$ cat src/rtl/dw_accum_pkg.sv
// Shared types and helpers for the product accumulator datapath.
package dw_accum_pkg;

  typedef enum logic [1:0] {
    IDLE  = 2'd0,
    ACCUM = 2'd1,
    DONE  = 2'd2
  } state_t;

  // Two's-complement bounds for a given width, returned in the low 'width' bits.
  function automatic logic [63:0] signed_max(input int width);
    return (64'd1 << (width - 1)) - 64'd1;
  endfunction

  function automatic logic [63:0] signed_min(input int width);
    return ~signed_max(width);
  endfunction

endpackage

$ cat src/rtl/dw_sat_add.sv
// Combinational signed adder: acc + sign-extended product, clamped to acc_width.
module dw_sat_add
  import dw_accum_pkg::*;
#(
  parameter int prod_width = 16,
  parameter int acc_width  = 24
) (
  input  logic signed [acc_width-1:0]  a,
  input  logic signed [prod_width-1:0] b,
  output logic signed [acc_width-1:0]  sum,
  output logic                         ovf
);

  localparam logic [acc_width-1:0] max_val = acc_width'(signed_max(acc_width));
  localparam logic [acc_width-1:0] min_val = acc_width'(signed_min(acc_width));

  logic signed [acc_width:0] wide;

  assign wide = {a[acc_width-1], a}
              + {{(acc_width + 1 - prod_width){b[prod_width-1]}}, b};

  // The extra sign bit disagreeing with the acc_width sign bit means the
  // true sum left the representable range; its true sign picks the bound.
  always_comb begin
    // NOTE: defaults first so every path assigns every output; no latch.
    sum = wide[acc_width-1:0];
    ovf = 1'b0;
    if (wide[acc_width] != wide[acc_width-1]) begin
      sum = wide[acc_width] ? min_val : max_val;
      ovf = 1'b1;
    end
  end

endmodule

$ cat src/rtl/dw_prod_accum.sv
// Frame accumulator for signed products: valid/ready in, one saturated sum per frame out.
module dw_prod_accum
  import dw_accum_pkg::*;
#(
  parameter int prod_width = 16,
  parameter int acc_width  = 24,
  parameter int len_width  = 8
) (
  input  logic                         clk,
  input  logic                         rst_n,
  input  logic                         start,
  input  logic [len_width-1:0]         len,
  input  logic                         in_valid,
  output logic                         in_ready,
  input  logic signed [prod_width-1:0] product,
  output logic                         out_valid,
  input  logic                         out_ready,
  output logic signed [acc_width-1:0]  acc_out,
  output logic                         ovf,
  output logic                         busy
);

  state_t                       state;
  logic [len_width-1:0]         cnt;
  logic signed [acc_width-1:0]  acc;
  logic                         ovf_q;
  logic signed [acc_width-1:0]  sum;
  logic                         step_ovf;

  dw_sat_add #(
    .prod_width(prod_width),
    .acc_width (acc_width)
  ) u_sat_add (
    .a  (acc),
    .b  (product),
    .sum(sum),
    .ovf(step_ovf)
  );

  // Outputs come from registers or state decode only.
  assign in_ready  = (state == ACCUM);
  assign out_valid = (state == DONE);
  assign busy      = (state != IDLE);
  assign acc_out   = acc;
  assign ovf       = ovf_q;

  always_ff @(posedge clk or negedge rst_n) begin
    if (!rst_n) begin
      // NOTE: state uses non-blocking assignments so every flop samples pre-edge values.
      state <= IDLE;
      cnt   <= '0;
      acc   <= '0;
      ovf_q <= 1'b0;
    end else begin
      unique case (state)
        IDLE: begin
          if (start) begin
            acc   <= '0;
            ovf_q <= 1'b0;
            cnt   <= len;
            state <= (len != '0) ? ACCUM : DONE;
          end
        end
        ACCUM: begin
          if (in_valid) begin
            acc   <= sum;
            ovf_q <= ovf_q | step_ovf;
            cnt   <= cnt - 1'b1;
            if (cnt == len_width'(1)) state <= DONE;
          end
        end
        DONE: begin
          if (out_ready) state <= IDLE;
        end
        default: state <= IDLE;
      endcase
    end
  end

endmodule

$ cat config.mk
export PLATFORM = sky130hd
export DESIGN_NAME = dw_prod_accum
export DESIGN_NICKNAME = d
export VERILOG_FILES = /design/src/rtl/dw_accum_pkg.sv /design/src/rtl/dw_sat_add.sv /design/src/rtl/dw_prod_accum.sv
export SDC_FILE = /design/constraint.sdc
export NUM_CORES = 1
export LEC_CHECK = 0
export BUFFER_PORTS_ARGS = -buffer_cell sky130_fd_sc_hd__buf_2
export CAP_MARGIN = 20
export CELL_PAD_IN_SITES_DETAIL_PLACEMENT = 0
export CELL_PAD_IN_SITES_GLOBAL_PLACEMENT = 2
export CORE_UTILIZATION = 30
export DETAILED_ROUTE_END_ITERATION = 8
export PLACE_DENSITY = 0.8
export SKIP_CTS_REPAIR_TIMING = 1
export SLEW_MARGIN = 20
export SYNTH_ARGS = -nofsm -noshare
export SYNTH_HDL_FRONTEND = slang
export SYNTH_SLANG_ARGS = --single-unit
$ cat constraint.sdc
create_clock -name clk -period 5.4 [get_ports clk]
set_input_delay 0.27 -clock clk [delete_from_list [all_inputs] [get_ports clk]]
set_output_delay 0.27 -clock clk [all_outputs]
set_load 0.01 [all_outputs]
==> results of run 1 <==
[worst max-delay path: cells and delay by family (launching register included)]
kind                       cells  cell delay, ps
AOI/OAI and AO/OA              6            1780
adders and majority gates      2             660
DFF                            1             400
and+or+nand+nor                2             270
[power groups by stage]
stage                     combinational, mW  clock [mW]  sequential [mW]
after floorplan                       0.900           0            0.473
after detailed placement               1.21           0            0.463
after CTS                              1.22       0.210            0.459
after global placement                 1.21           0            0.461
final                                  1.21       0.202            0.459
after global routing                   1.37       0.217            0.475
[worst paths after layout]
check                            start          end  slack [ps]  depth (start not counted)
setup reg to reg            acc_out[0]  acc_out[21]        2200                         10
hold / removal                   rst_n  acc_out[16]          80                          1
min in group clk                 start          ovf         210                          2
hold reg to reg            acc_out[13]  acc_out[13]         510                          2
max in group asynchronous        rst_n  acc_out[12]        4780                          1
setup / recovery            acc_out[0]  acc_out[21]        2200                         10
[flip-flops by register name, summed over array words and instances (netlist names)]
| register | count |
|---|---|
| ovf | 1 |
| cnt | 8 |
| acc_out | 24 |
| state | 2 |
[final cells by class]
cell class | instances | area share
well taps | 129 | 0.04764
clock buffers | 6 | 0.02437
inverters | 9 | 0.009970
flip-flops and latches | 35 | 0.2585
repair buffers | 57 | 0.08493
clock inverters | 1 | 0.001477
multi-input cells | 303 | 0.5731
[routing by layer]
layer | up-vias | part of all wire | wire length [µm]
li1 | 1430 | - | -
met1 | 1289 | 0.51 | 3970
met2 | 44 | 0.46 | 3589
met3 | 5 | 0.032 | 252
met4 | 0 | 0.0061 | 48
met5 | - | 0 | 0
[cells in the mapped netlist (7+ instances only)]
cell       n
nand2_1   43
nor2_1    36
dfrtp_1   35
a21oi_1   33
ha_1      26
o21ai_1   24
o21ai_0   21
clkbuf_1  12
nand3_1   11
xnor2_1   10
a31oi_1    9
inv_1      9
xor2_1     8
nor3_1     7
[through the flow]
stage	std cells	utilization	setup WS, ps	power, mW
floorplan	366	-	2640	1.373
global placement	533	0.3522	2180	1.669
detailed placement	533	0.3522	2159	1.677
CTS	540	0.3615	2141	1.887
global route	540	0.3615	1911	2.066
finish	540	0.3615	2203	1.868
[cells by family after synthesis]
logic type | count (synthesis) | share of synthesized area
AND/OR/NAND/NOR | 122 | 0.1900
buffers and inverters | 28 | 0.04099
flip-flops | 35 | 0.2989
adder cells (fa/ha/maj) | 30 | 0.1281
AO/OA/AOI/OAI | 132 | 0.2848
multiplexers | 1 | 0.003416
XOR/XNOR | 18 | 0.05380
==> summary.txt, run 1 <==
Synth
  – Top cell type's share of synthesized area: 0.2989
  – Synth Flop Type: dfrtp_1
  – Mapped Area: between 2000 and 3000 µm²
  – Syn Nets: around 420
  – Yosys reg bits: 35
  – Sequential area share after synthesis: 0.2989
  – Synth warnings: 0
  – Yosys top cell by area: dfrtp_1
  – Post-synth EDFFs: 0
  – Synth area leaders: dfrtp_1 30%, ha_1 11%, a21oi_1 5.6%
  – Syn Area/Cell: around 8 µm²
  – Syn Inst Count: 366
  – Cell variety after synth: 50
  – Asr flop ratio synth: 1.000

Detailed routing
  – Vias: roughly 2800
  – DRC: 0
  – Vias per cell: 5.126
  – Wirelength, routed: between 7000 and 8000 µm
  – Pre-antenna DRT Iters: 4
  – Final ANT Viol Nets: 0
  – Initial drt markers: ~150
  – Drt wl/cell: around 15 µm

Critical path
  – Crit path capture type: flip-flop
  – Setup CP Type: reg -> reg
  – Crit path cell chain: ha_1 > fa_1 > a211oi_1 > o21ai_0 > nand3_1 > nand4bb_1 > o2111a_1 > a211oi_4 > o21ba_1 > o21ai_1
  – CP Data Arrival Time: between 3000 and 4000 ps
  – CP required: 5610 ps
  – Crit-path max FO: 20
  – Worst stage delay on the critical path: between 700 and 800 ps
  – CP Launch Type: flip-flop
  – Crit-path slowest cell: a211oi_4

Place
  – PortBufs: 56
  – HPWL after DPL: a little under 6000 µm
  – Dpl cell area: ~3300 µm²
  – Placer Congestion: approximately 0.80

Pwr
  – Power Dens Cells: 551.3 nW/µm²
  – Comb pwr share: 0.646
  – Peak supply drop: 0.1924 mV
  – Sequential Power Share: 0.246
  – Switch share: 0.4948
  – Switching pwr: about 0.9 mW
  – P_leak: between 1.5 and 2 nW
  – Int Power: ~0.94 mW
  – Clk pwr share: 0.108

STA
  – Final hold vios: 0
  – RSZ-0062 raised after global routing: false
  – Setup tns final: 0 ps
  – Slew @ Worst Pin: between 900 and 1000 ps
  – Clk_skew: 9.172 ps
  – Worst hold slack: roughly 84 ps
  – Slew margin rel.: 0.3796
  – Slew Viols, Final: 0
  – Fin crit share: 0.5921
  – Peak Freq: approximately 0.31 GHz
  – # setup viols final: 0
  – Period minus WS final: 3197 ps

Layout
  – Multi-input logic area: 1942 µm²
  – Final Cell Area: approximately 3400 µm²
  – # nets final: 467
  – Most frequent cells in the layout: 56 x buf_2, 43 x nand2_1, 36 x nor2_1
  – Layout area overhead: 15.63%
  – Commonest non-fill, non-tap cell in the layout: buf_2
  – Share of cells above drive strength 1: 0.1825
  – # fillers: between 1000 and 1500
  – Storage cell area: just under 900 µm²
  – N_diodes: 0

Global routing
  – First-pass GRT wire length: 13420 µm
  – Vias in the first global route: ~2800
  – GRT Overall Usage: 0.1660
  – Global routing usage on met3: 0.02843
  – Most Used Layer, Global Route: met2
  – GRT Residual Overflow: 0
  – Initial antenna violation count: 0
  – Largest net degree at the start of global routing: 39
  – Met1 Usage GRT: 0.2301
  – M2 GR Usage: 0.2713

CTS
  – Cts bufs inserted: 5
  – Clock latency on the worst-skew pair: slightly below 300 ps
  – Htree depth: 2
  – Clock transition at path regs: roughly 80 ps
  – CTS sink count: 35
  – CTS tree: built
  – CTS Buffer Depth: 2
  – Clk root buf: clkbuf_8

Floorplan
  – Core box area: 9371 µm²
  – Die Span Y: approximately 100 µm
  – Initial Util: 0.3127
  – Die area: between 10000 and 15000 µm²
  – I/O pins: between 50 and 60
  – Row cnt: 35
  – Die width: approximately 100 µm

Run
  – Max-Cap Viols: 0

Outcome
  – Status: completed

Min path
  – Hold WC Path Type: in -> async
Note: power is estimated with default switching activity, not from simulation.
==> run 2: changes to the inputs <==
Clock period 5.4 ns to 3 ns, I/O delays scaled along.
==> run 2 against run 1 <==
  * The run now ends with negative hold slack left
  * First-iteration DRC count fell by 49%
  * Hold slack got worse by 140 ps
  * Core utilization rose by 1.3 points
  * Combinational power rose by 88%
  * Die area did not move
  * Wire length rose by 0.75%
  * Register-to-register slack got worse by 2000 ps
  * Sequential cell count did not move
  * Final area rose by 3.7%
==> summary.txt, run 2 (synthesis results as in run 1) <==
Outcome
  – Status: complete, but fails checks
  – Failing checks: negative hold slack

Critical path
  – R2r setup slk: 170 ps (-2030 ps)
  – Setup CP Type: reg -> reg
  – Buffers and inverters on the worst path: 0 (unchanged)
  – CP required: 3180 ps (-2430 ps)
  – CP Data Arrival Time: 3010 ps (-400 ps)
  – Crit-path slowest cell: fa_1
  – Critical path's top delay family: adder cells
  – CP Launch Type: flip-flop
  – Crit path cell chain: ha_1 > fa_1 > a211oi_2 > o21ai_1 > and2_2 > a21oi_2 > o211ai_1 > xnor2_1 > maj3_1 > a22o_1
  – Crit path capture type: flip-flop
  – Crit-path max FO: 4 (-80%)
  – Worst stage delay on the critical path: 440 ps (-290 ps)

Detailed routing
  – Initial drt markers: 75 (-49%)
  – Final ANT Viol Nets: 0 (unchanged)
  – Wirelength, routed: 7920 µm (+0.75%)
  – Drt wl/cell: 14.35 µm (-1.4%)
  – Vias: 2802 (+1.2%)
  – Pre-antenna DRT Iters: 4 (unchanged)
  – DRC: 0 (unchanged)
  – Vias per cell: 5.076 (-0.97%)

STA
  – Slew @ Worst Pin: 824.8 ps (-102.8 ps)
  – Fin crit share: 0.9429 (+0.3508)
  – Peak Freq: 0.3535 GHz (+13%)
  – Slew Viols, Final: 0 (unchanged)
  – Clk_skew: 8.927 ps (-0.2454 ps)
  – Setup tns final: 0 ps (unchanged)
  – Slew margin rel.: 0.4502 (+0.07053)
  – RSZ-0062 raised after global routing: true
  – Final hold vios: 35 (+35)
  – Period minus WS final: 2829 ps (-368.6 ps)
  – # setup viols final: 0 (unchanged)
  – Worst hold slack: -53.60 ps (-137.8 ps)

Floorplan
  – Row cnt: 35 (unchanged)
  – Die Span Y: 100.8 µm (unchanged)
  – I/O pins: 57 (unchanged)
  – Die area: 10170 µm² (unchanged)
  – Initial Util: 0.3127 (unchanged)
  – Core box area: 9371 µm² (unchanged)
  – Die width: 100.8 µm (unchanged)

CTS
  – CTS sink count: 35 (unchanged)
  – Htree depth: 2 (unchanged)
  – Clk root buf: clkbuf_8
  – Clock latency on the worst-skew pair: 290 ps (about the same)
  – CTS Buffer Depth: 2 (unchanged)
  – Clock transition at path regs: 80 ps (about the same)
  – CTS tree: built
  – Cts bufs inserted: 5 (unchanged)

Place
  – PortBufs: 56 (unchanged)
  – HPWL after DPL: 6010 µm (+1.6%)
  – Placer Congestion: 0.7952 (-0.58%)

Pwr
  – Power Dens Cells: 1011 nW/µm² (+83%)
  – Peak supply drop: 0.3367 mV (+75%)
  – P_leak: 1.659 nW (+4.8%)

Run
  – Max-Cap Viols: 0 (unchanged)

Layout
  – Layout area overhead: 19.85%
  – N_diodes: 0 (unchanged)
  – # fillers: 1015 (-0.98%)
  – Core Util, Final: 0.3748 (+0.01322)
  – Largest register FFs: 24 (unchanged)
  – Most frequent cells in the layout: 56 x buf_2, 43 x nand2_1, 36 x nor2_1
  – Share of cells above drive strength 1: 0.2128 (+0.03028)
  – Commonest non-fill, non-tap cell in the layout: buf_2
  – # nets final: 478 (+2.4%)

Min path
  – Hold WC Path Type: in -> async

Global routing
  – Largest net degree at the start of global routing: 38 (-2.6%)
  – GRT Residual Overflow: 0 (unchanged)
  – Initial antenna violation count: 0 (unchanged)
  – GRT Overall Usage: 0.1692 (+0.003254)
  – Vias in the first global route: 2884 (+4.8%)
  – First-pass GRT wire length: 13590 µm (+1.2%)
## run 2: worst reg2reg max path, cell delays in order (launching register included)
cell      delay, ps
dfrtp_1         400
ha_1            230
fa_1            440
a211oi_2        260
o21ai_1         130
and2_2          240
a21oi_2         180
o211ai_1        130
xnor2_1         160
maj3_1          350
a22o_1          200
## run 2: through the flow
| stage | total power, mW | area (µm²) | hold slack, ps | worst slack [ps] | cells |
|---|---|---|---|---|---|
| floorplan | 2.472 | 2930 | -145.6 | 239.9 | 366 |
| detailed placement | 3.099 | 3376 | 308.3 | 56.01 | 544 |
| global placement | 3.084 | 3376 | 317.8 | 87.90 | 544 |
| CTS | 3.565 | 3488 | -21.64 | 17.59 | 552 |
| global route | 3.930 | 3512 | 21.91 | -46.84 | 552 |
| finish | 3.550 | 3512 | -53.60 | 171.2 | 552 |
## run 2: final cells by class
class / count / area [µm²] / share of cell area
inverters: 9 / 33.78 / 0.009619
repair buffers: 68 / 374.1 / 0.1065
flip-flops and latches: 35 / 875.8 / 0.2494
well taps: 129 / 161.4 / 0.04596
multi-input cells: 303 / 1954 / 0.5565
clock inverters: 3 / 43.79 / 0.01247
clock buffers: 5 / 68.82 / 0.01959
## run 2: power by group
| group | internal, mW | total (mW) | switching [mW] |
|---|---|---|---|
| Combinational | 0.942 | 2.28 | 1.34 |
| Sequential | 0.661 | 0.821 | 0.160 |
| Clock | 0.248 | 0.445 | 0.198 |
| Total | 1.85 | 3.55 | 1.70 |
## run 2: path summary, 6_finish.rpt
path	startpoint	endpoint	cells past startpoint
min in group clk	start	ovf	2
worst max-delay path	acc_out[0]	acc_out[20]	10
worst min register to register	cnt[6]	cnt[6]	2
worst min-delay path	rst_n	acc_out[17]	1
max in group asynchronous	rst_n	acc_out[23]	1
worst max register to register	acc_out[0]	acc_out[20]	10
## run 2: routing by layer
metal  vias up  wire length [µm]  GRT usage
met2        46              3646     0.2824
met4         0                68    0.03679
met5         -                 0          0
met3         6               279    0.03051
li1       1448                 -          -
met1      1302              3925     0.2281
==> run 3: changes to the inputs <==
Settings changed: CELL_PAD_IN_SITES_DETAIL_PLACEMENT 0 to 1, CELL_PAD_IN_SITES_GLOBAL_PLACEMENT 2 to 1, PLACE_DENSITY 0.8 to 0.67.
==> run 3 against run 2 <==
  * The run still ends with negative hold slack left
  * Core utilization grew 0.23 points
  * Final cell count is the same
  * Sequential share of layout area shrank 0.15 points
  * Largest cell class unchanged
  * Final area grew 0.61%
  * Via count grew 4.1%
  * Sequential cell count is the same
  * Combinational power is essentially flat
  * Hold slack gained 2.0 ps
  * Wire length grew 10%
==> summary.txt, run 3 (synthesis results as in run 1) <==
Pwr
  – Peak supply drop: 0.3472 mV (+3.1%)
  – P_leak: 1.664 nW (+0.32%)
  – Power Dens Cells: 1037 nW/µm² (+2.6%)

Global routing
  – GRT Overall Usage: 0.1835 (+0.01427)
  – First-pass GRT wire length: 14640 µm (+7.8%)
  – Vias in the first global route: 3096 (+7.4%)
  – Initial antenna violation count: 0 (unchanged)
  – GRT Residual Overflow: 0 (unchanged)
  – Largest net degree at the start of global routing: 38 (unchanged)

STA
  – Clk_skew: 5.956 ps (-2.971 ps)
  – Worst hold slack: -51.64 ps (+1.966 ps)
  – Fin crit share: 0.9529 (+0.009937)
  – Slew margin rel.: 0.4330 (-0.01712)
  – Setup tns final: 0 ps (unchanged)
  – Final hold vios: 35 (unchanged)
  – Peak Freq: 0.3498 GHz (-1.0%)
  – Slew Viols, Final: 0 (unchanged)
  – Slew @ Worst Pin: 850.4 ps (+25.68 ps)
  – # setup viols final: 0 (unchanged)
  – Period minus WS final: 2859 ps (+29.81 ps)

Layout
  – Most frequent cells in the layout: 56 x buf_2, 43 x nand2_1, 36 x nor2_1
  – Final Cell Area: 3533 µm² (+0.61%)
  – Share of cells above drive strength 1: 0.2128 (unchanged)
  – N_diodes: 0 (unchanged)
  – Layout area overhead: 20.58%
  – Largest register FFs: 24 (unchanged)
  – # fillers: 1192 (+17%)
  – # nets final: 478 (unchanged)
  – Commonest non-fill, non-tap cell in the layout: buf_2

CTS
  – Htree depth: 2 (unchanged)
  – Cts bufs inserted: 5 (unchanged)
  – CTS tree: built
  – Clock latency on the worst-skew pair: 300 ps (about the same)
  – CTS sink count: 35 (unchanged)
  – Clk root buf: clkbuf_8
  – Clock transition at path regs: 80 ps (about the same)
  – CTS Buffer Depth: 2 (unchanged)

Place
  – PortBufs: 56 (unchanged)
  – Dpl cell area: 3368 µm² (-0.22%)
  – Placer Congestion: 0.8152 (+2.5%)
  – HPWL after DPL: 6689 µm (+11%)

Floorplan
  – Die width: 100.8 µm (unchanged)
  – I/O pins: 57 (unchanged)
  – Die area: 10170 µm² (unchanged)
  – Row cnt: 35 (unchanged)
  – Die Span Y: 100.8 µm (unchanged)
  – Core box area: 9371 µm² (unchanged)
  – Initial Util: 0.3127 (unchanged)

Critical path
  – CP required: 3190 ps (about the same)
  – Setup CP Type: reg -> reg
  – RR Endpoint: acc_out[21]
  – R2r setup slk: 140 ps (-30 ps)
  – Crit path capture type: flip-flop
  – R2R cell count: 10 (unchanged)
  – Crit-path max FO: 14 (+10)
  – Worst R2R Start: acc_out[6]
  – CP Data Arrival Time: 3050 ps (+40 ps)
  – CP Launch Type: flip-flop

Detailed routing
  – DRC: 0 (unchanged)
  – Drt wl/cell: 15.84 µm (+10%)
  – Wirelength, routed: 8743 µm (+10%)
  – Initial drt markers: 65 (-13%)
  – Final ANT Viol Nets: 0 (unchanged)
  – Vias: 2916 (+4.1%)
  – Pre-antenna DRT Iters: 4 (unchanged)
  – Vias per cell: 5.283 (+4.1%)

Outcome
  – Failing checks: negative hold slack
  – Status: complete, but fails checks

Run
  – Max-Cap Viols: 0 (unchanged)

Min path
  – Hold WC Path Type: in -> async
[run 3: metrics by stage]
step	power (mW)	utilization	cells	setup WS [ps]
2_1_floorplan	2.472	-	366	239.9
3_3_place_gp	3.068	0.3594	543	140.4
3_5_place_dp	3.138	0.3594	543	36.78
4_1_cts	3.698	0.3736	551	23.50
5_1_grt	4.044	0.3770	552	-1.963
6_report	3.663	0.3770	552	141.3
[run 3: final cells by class]
class / instances / area (µm²) / area share
repair buffers: 68 / 370.4 / 0.1048
inverters: 9 / 33.78 / 0.009561
well taps: 129 / 161.4 / 0.04568
flip-flops and latches: 35 / 875.8 / 0.2479
clock inverters: 2 / 60.06 / 0.01700
multi-input cells: 303 / 1959 / 0.5545
clock buffers: 6 / 72.57 / 0.02054
[run 3: where the power goes]
group	switching (mW)	leakage [nW]	internal, mW
registers	0.164	0.447	0.661
logic	1.37	1.15	0.941
clock network	0.198	0.0654	0.333
total	1.73	1.66	1.93
[run 3: per-layer routing]
layer / vias to the layer above / track usage / part of all wire
li1: 1446 / - / -
met1: 1416 / 0.2321 / 0.46
met2: 41 / 0.3140 / 0.49
met3: 13 / 0.02774 / 0.027
met4: 0 / 0.07135 / 0.021
met5: - / 0 / 0
[run 3: worst max-delay path: stages (launching register included)]
cell and delay [ps]:
dfrtp_1 400, ha_1 370, o211ai_2 180, a211oi_2 280
a22oi_2 130, or4_1 540, a32oi_1 250, a211oi_2 110
buf_4 210, o21ba_1 230, o21ai_1 50
[run 3: worst max-delay path by stage]
stage / startpoint / slack (ps) / depth (start not counted) / endpoint
floorplan: acc_out[0] / 240 / 10 / acc_out[20]
global placement: acc_out[0] / 140 / 10 / acc_out[20]
detailed placement: acc_out[0] / 40 / 10 / acc_out[20]
CTS: acc_out[0] / 20 / 10 / acc_out[20]
global route: acc_out[0] / -2 / 10 / acc_out[20]
finish: acc_out[6] / 140 / 10 / acc_out[21]
